$ cat src/rtl/mvf_block_rasterizer.sv
// rtl/mvf_block_rasterizer.sv - rasterises block motion-vector descriptors into an MV/priority field RAM
module mvf_block_rasterizer #(
  parameter int MV_W    = 9,
  parameter int NCH     = 2,
  parameter int PRI_W   = 6,
  parameter int COORD_W = 8,
  parameter int FIELD_W = 256,
  parameter int FIELD_H = 256,
  parameter int ADDR_W  = 16
) (
  input  logic                  CLK,
  input  logic                  reset,
  input  logic                  enable,
  input  logic                  mode,
  input  logic                  blk_valid,
  output logic                  blk_ready,
  input  logic [COORD_W-1:0]    blk_x,
  input  logic [COORD_W-1:0]    blk_y,
  input  logic [COORD_W-1:0]    blk_w,
  input  logic [COORD_W-1:0]    blk_h,
  input  logic [NCH*MV_W-1:0]   blk_mv,
  input  logic [PRI_W-1:0]      blk_pri,
  input  logic                  blk_last,
  output logic [ADDR_W-1:0]     ram_addr,
  output logic                  ram_we,
  output logic [NCH*MV_W-1:0]   ram_mv_out,
  output logic [PRI_W-1:0]      ram_pri_out,
  input  logic [PRI_W-1:0]      ram_pri_in,
  output logic                  busy,
  output logic                  blk_done,
  output logic                  field_done,
  output logic [ADDR_W-1:0]     wr_count
);

  typedef enum logic [1:0] {S_IDLE, S_SCAN, S_CHK, S_FIN} state_t;

  localparam logic [31:0] FW32 = 32'(FIELD_W);
  localparam logic [31:0] FH32 = 32'(FIELD_H);

  state_t               state, state_d;
  logic [COORD_W-1:0]   x_q, y_q, w_q, h_q, row, col, row_d, col_d;
  logic [NCH*MV_W-1:0]  mv_q;
  logic [PRI_W-1:0]     pri_q;
  logic                 last_q, mode_q;
  logic                 stale, stale_d;
  logic                 field_done_q;
  logic [ADDR_W-1:0]    wr_count_q;

  logic [COORD_W:0]     cx, cy;
  logic                 clipped, last_col, last_row;
  logic                 accept, adv, we, done;

  // Widened by one bit so a block hanging off the edge is clipped rather than wrapped
  assign cx       = {1'b0, x_q} + {1'b0, col};
  assign cy       = {1'b0, y_q} + {1'b0, row};
  assign clipped  = (32'(cx) >= FW32) || (32'(cy) >= FH32);
  assign last_col = (col == w_q - COORD_W'(1));
  assign last_row = (row == h_q - COORD_W'(1));

  always_comb begin
    state_d   = state;
    row_d     = row;
    col_d     = col;
    stale_d   = stale;
    blk_ready = 1'b0;
    accept    = 1'b0;
    adv       = 1'b0;
    we        = 1'b0;
    done      = 1'b0;
    case (state)
      S_IDLE: begin
        blk_ready = enable && !reset;
        if (blk_valid && blk_ready) begin
          accept  = 1'b1;
          row_d   = '0;
          col_d   = '0;
          stale_d = 1'b0;
          state_d = (blk_w == '0 || blk_h == '0) ? S_FIN : S_SCAN;
        end
      end
      S_SCAN: begin
        if (enable) begin
          if (clipped) begin
            adv = 1'b1;
          end else if (!mode_q) begin
            we  = 1'b1;
            adv = 1'b1;
          end else begin
            state_d = S_CHK;
          end
        end
      end
      S_CHK: begin
        // After a stall the read data may be stale: spend one cycle re-reading the held address
        if (!enable) begin
          stale_d = 1'b1;
        end else if (stale) begin
          stale_d = 1'b0;
        end else begin
          we  = (pri_q >= ram_pri_in);
          adv = 1'b1;
        end
      end
      S_FIN: begin
        if (enable) begin
          done    = 1'b1;
          state_d = S_IDLE;
        end
      end
      default: state_d = S_IDLE;
    endcase
    if (adv) begin
      state_d = S_SCAN;
      if (last_col) begin
        col_d = '0;
        if (last_row) state_d = S_FIN;
        else          row_d   = row + COORD_W'(1);
      end else begin
        col_d = col + COORD_W'(1);
      end
    end
  end

  always_ff @(posedge CLK) begin
    if (reset) begin
      state        <= S_IDLE;
      row          <= '0;
      col          <= '0;
      stale        <= 1'b0;
      x_q          <= '0;
      y_q          <= '0;
      w_q          <= '0;
      h_q          <= '0;
      mv_q         <= '0;
      pri_q        <= '0;
      last_q       <= 1'b0;
      mode_q       <= 1'b0;
      field_done_q <= 1'b0;
      wr_count_q   <= '0;
    end else begin
      state <= state_d;
      row   <= row_d;
      col   <= col_d;
      stale <= stale_d;
      if (accept) begin
        x_q          <= blk_x;
        y_q          <= blk_y;
        w_q          <= blk_w;
        h_q          <= blk_h;
        mv_q         <= blk_mv;
        pri_q        <= blk_pri;
        last_q       <= blk_last;
        mode_q       <= mode;
        field_done_q <= 1'b0;
        if (field_done_q) wr_count_q <= '0;
      end
      if (done && last_q) field_done_q <= 1'b1;
      if (we) wr_count_q <= wr_count_q + ADDR_W'(1);
    end
  end

  assign busy        = (state != S_IDLE);
  assign blk_done    = done;
  assign ram_we      = we;
  assign field_done  = field_done_q;
  assign wr_count    = wr_count_q;
  assign ram_mv_out  = busy ? mv_q : '0;
  assign ram_pri_out = busy ? pri_q : '0;
  assign ram_addr    = (state == S_SCAN || state == S_CHK)
                       ? ADDR_W'(cy) * ADDR_W'(FIELD_W) + ADDR_W'(cx) : '0;

endmodule

$ cat config.mk
export PLATFORM = sky130hd
export DESIGN_NAME = mvf_block_rasterizer
export DESIGN_NICKNAME = d
export VERILOG_FILES = /design/src/rtl/mvf_block_rasterizer.sv
export SDC_FILE = /design/constraint.sdc
export NUM_CORES = 1
export LEC_CHECK = 0
export CAP_MARGIN = 25
export CORE_MARGIN = 4
export CORE_UTILIZATION = 51
export DETAILED_ROUTE_END_ITERATION = 12
export GPL_TIMING_DRIVEN = 0
export PLACE_DENSITY = 0.89
export SLEW_MARGIN = 40
export SYNTH_ARGS = -nofsm -noshare
export SYNTH_HDL_FRONTEND = slang
export SYNTH_SLANG_ARGS = --single-unit
$ cat constraint.sdc
create_clock -name CLK -period 4.4 [get_ports CLK]
set_clock_uncertainty 0.1 [all_clocks]
set_input_delay 0.44 -clock CLK [delete_from_list [all_inputs] [get_ports CLK]]
set_output_delay 0.44 -clock CLK [all_outputs]
set_load 0.03 [all_outputs]
==> After elaboration in Yosys (flattened, before gate mapping) <==
Index checks and enable logic that the tools add are counted.
{ "word_totals": {"ff_bits": 94, "latchBits": 0, "in_bits": 68, "mem_bits_rw": 0, "rom_bits": 0, "n_memories": 0, "output_inout_bits": 61, "word_cells": 104} }
{ "classes": {"mux": 46, "order_cmp": 3, "bitwise_logic": 0, "n_div": 0, "add_sub_neg": 8, "n_eq_ne": 11, "n_mul": 0, "reduce_logical": 22, "shift": 0} }
{ "op_table": {"columns": ["op", "n"], "rows": [
  ["$mux 8", 9],
  ["$mux 16", 4],
  ["$add 8x8->9", 2],
  ["$ge 9x9->1 const B", 2],
  ["$mux 1", 18],
  ["$mux 18", 1],
  ["$mux 2", 9],
  ["$add 16x1->16 const B", 1],
  ["$add 16x9->16", 1],
  ["$add 8x1->8 const B", 2],
  ["$eq 8x8->1", 2],
  ["$logic_not 8->1", 2],
  ["$sub 8x1->8 const B", 2],
  ["$ne 3x3->1 const B", 5],
  ["$reduce_bool 2->1", 7],
  ["$ge 6x6->1", 1],
  ["$mux 6", 1],
  ["$pmux 1 s2", 3],
  ["$pmux 2 s3", 1],
  ["$reduce_and 2->1", 3],
  ["$reduce_and 6->1", 1],
  ["$eq 2x2->1 const B", 2],
  ["$reduce_bool 4->1", 1],
  ["$logic_and 1x1->1", 3],
  ["other kinds (5)", 7]
]} }

==> Longest topological paths before layout <==
{ "logic_depth": {"depth_word": 8, "ltp_mapped": 13, "ltp_nobuf": 13} }

==> Least setup slack after synthesis <==
Ideal clock, no wire load.
{ "synth_timing": {"path_type": "flip-flop to output port", "startpoint": "register col[0]", "endpoint": "output port ram_addr[15]", "n_path_buf": 0, "setup_slack_ns": 1.026, "t_arrival_ns": 2.834, "t_required_ns": 3.860, "path_stages_with_launch": 14, "cell_sequence": "dfxtp_1 -> ha_1 -> inv_1 -> fa_1 -> nand2b_1 -> a21oi_1 -> a221oi_1 -> inv_1 -> ha_1 -> and3_1 -> nand4_1 -> nor4b_1 -> xnor3_1 -> and2_1"} }
{ "synth_via": {"elab_chain_cells": 3} }
{ "synth_rtl": {"columns": ["item", "line", "text"], "rows": [
  ["start: declaration", "41", "logic [COORD_W-1:0] x_q, y_q, w_q, h_q, row, col, row_d, col_d;"],
  ["start signal: assignment", "143", "col <= col_d;"],
  ["$add 8x8->9", "54", "assign cx = {1'b0, x_q} + {1'b0, col};"],
  ["$add 16x9->16", "170", "? ADDR_W'(cy) * ADDR_W'(FIELD_W) + ADDR_W'(cx) : '0;"],
  ["$mux 16", "170", null],
  ["end: declaration", "24", "output logic [ADDR_W-1:0] ram_addr,"]
]} }
Every way passes these cells.

==> Worst setup path after layout <==
{ "layout_timing": {"startpoint": "register col[5]", "endpoint": "output port ram_addr[13]"} }
Same word-level chain as after synthesis.

==> impl_metrics.ini <==
[run_status]
status = finished, final reports clean

[min_path]
hold_class = reg2reg
hp-start = mv_q[16]

[pwr]
p_leak_uw = 0.00280
finalPower_uw = 2160
peakVddDrop_mv = 0.191
power_density_nw_per_um2 = 294

[grt]
first_global_vias = 5484
track_usage = 0.243
grt_overflow = 0
grt_antenna_before_repair = 0
grt_max_degree = 19
grt_pass1_wl_um = 25700

[floorplanning]
rows = 38
die_height_um = 113
die_w_um = 113
initial_utilization = 0.522
boundaryPins = 129
die-area_um2 = 12800
core_um2 = 10800

[worst_setup_path]
ff2ff_path_depth = 11
cp_num_cells = 11
crit_start = col[5]
end_kind = output port
reg2reg_from = row[0]
crit_required_ns = 3.86
crit_buf_inv = 2
cp_max_fo = 6
worstPathArrival_ns = 3.63
slowest_stage = clkdlybuf4s50_1
r2r_setup_slack_ns = 0.82
cp_cell_sequence = ha_1, a21o_1, a21o_1, a221oi_4, inv_1, ha_1, and3_1, nand4_1, xnor2_1, and2_1, clkdlybuf4s50_1
critical_path.endpoint = ram_addr[13]
path_delay_family = buffers and inverters
critPathKind = reg2out
r2r-end = row[6]
start_kind = flop
max_stage_delay_ns = 0.67

[cts]
clkLatencyLatePin_ns = 0.37
clkSinkCount = 94
clkTransAtPathRegs_ns = 0.11
htree_levels = 3
cts_buffers = 9
cts_tree = built
cts-hold-fix-buffers = 0
cts.path.max_buffers = 2
cts_root_buffer = clkbuf_8

[detailed_routing]
vias_per_cell = 5.68
drc = 0
drt_iter0_markers = 455
vias = 5804
postRouteAntennaNets = 0
dr.pass1.iters = 5
wl_per_cell_um = 15.5
drt_wl_total_um = 15800

[logic_synthesis]
synth.avg_cell_area_um2 = 7.67
synth_area_um2 = 5660
syn_nets = 841
ys_ff_latch = 94
ys_types = 63
synth-main-ff-cell = dfxtp_1
syn-instance-count = 738
async_flop_share = 0
synth_edf_count = 0
yosys_warnings = 0
synth.yosys.seq_area_share = 0.333

[sta]
final-setup-viol-count = 0
max_slew_margin = 0.492
fmax_mhz = 240
timing.final.crit_share = 0.948
drv_slew = 0
rsz0062_at_grt = false
finalCriticalPeriod_ns = 4.17
hold_viol = 0
setup_tns_ns = 0
tightest_slew_ns = 0.758

[layout]
areaGrowthSynthToFinish_pct = 30.1
drive_gt1_frac = 0.0488
antenna_cells = 0
finalNonFillerCells = 1022
final_util = 0.679
fin_nets = 980
final_area_um2 = 7360
mostFrequentLayoutCells = nand2_1, clkdlybuf4s50_1, dfxtp_1
final_common_cell = nand2_1

[placed_design]
place_area_um2 = 7100
place_inst = 1005
portBuffers = 127
place.gp.congestion = 0.929
hpwlAfterDp_um = 11900

[job]
cap_violations = 0
==> state kept, by name, indices dropped and copies added (netlist names) <==
name        count
row             8
x_q             8
col             8
stale           1
pri_q           6
mv_q           18
state           2
mode_q          1
h_q             8
wr_count       16
field_done      1
last_q          1
y_q             8
w_q             8
==> synth_stat cells (all sizes together), types with 11 or more instances <==
cell      n  area share
nor2b    26       0.029
a21oi    89       0.079
xnor2    20       0.031
nand2   154        0.10
or3      11       0.012
ha       33       0.073
nor2     25       0.017
dfxtp    94        0.33
inv      29       0.019
xor2     13       0.020
and2     16       0.018
nor3     24       0.021
o21ai    27       0.024
clkbuf   31       0.024
nand3    22       0.019
==> cell type report <==
cell class | count | area [um2]
well taps | 140 | 175
clock inverters | 7 | 86.3
repair buffers | 128 | 1280
plain buffers | 37 | 175
multi-input cells | 578 | 3530
fillers | 913 | 3480
inverters | 29 | 109
clock buffers | 9 | 124
flip-flops and latches | 94 | 1880
==> layer usage <==
layer | wire length [um] | GRT usage | vias to the layer above
li1 | - | - | 2846
met1 | 6640 | 0.309 | 2710
met2 | 7590 | 0.405 | 221
met3 | 1310 | 0.0652 | 27
met4 | 270 | 0.0705 | 0
met5 | 0 | 0 | -
==> where the power goes <==
| part | switching, uW | internal, uW |
|---|---|---|
| registers | 35.0 | 890 |
| logic | 380 | 238 |
| clock network | 345 | 276 |
| total | 760 | 1400 |
==> repair_timing <==
item	4_1_cts	5_1_grt
setup buffers	0	0
setup endpoints to repair	3	5
cloned	0	0
pin swaps	0	2
resized for setup	4	10
==> worst min-delay path by stage <==
stage               cells past startpoint  slack, ns       end
floorplan                               2       0.33   mv_q[0]
global placement                        2       0.34   mv_q[0]
detailed placement                      2       0.34  mv_q[16]
CTS                                     2       0.36   mv_q[7]
global route                            2       0.38  mv_q[13]
finish                                  2       0.36  mv_q[16]
==> stage by stage <==
stage	hold slack (ns)	setup slack, ns
final	0.356	0.231
after global routing	0.377	0.0661
after CTS	0.356	0.0257
after detailed placement	0.342	0.0581
after global placement	0.338	0.109
after floorplan	0.332	1.03
==> worst min-delay path, cell delays in order, from the launching register on <==
cell	delay, ns
dfxtp_1	0.32
nand2_1	0.05
a21oi_1	0.05
==> kinds of logic after synthesis <==
logic type | share of synthesized area
muxes | 0.00199
DFF | 0.333
adders and majority gates | 0.0801
buffers and inverters | 0.0502
and+or+nand+nor | 0.286
AOI/OAI and AO/OA | 0.194
xor gates and xnor gates | 0.0551
Note: power is estimated with default switching activity, not from simulation.
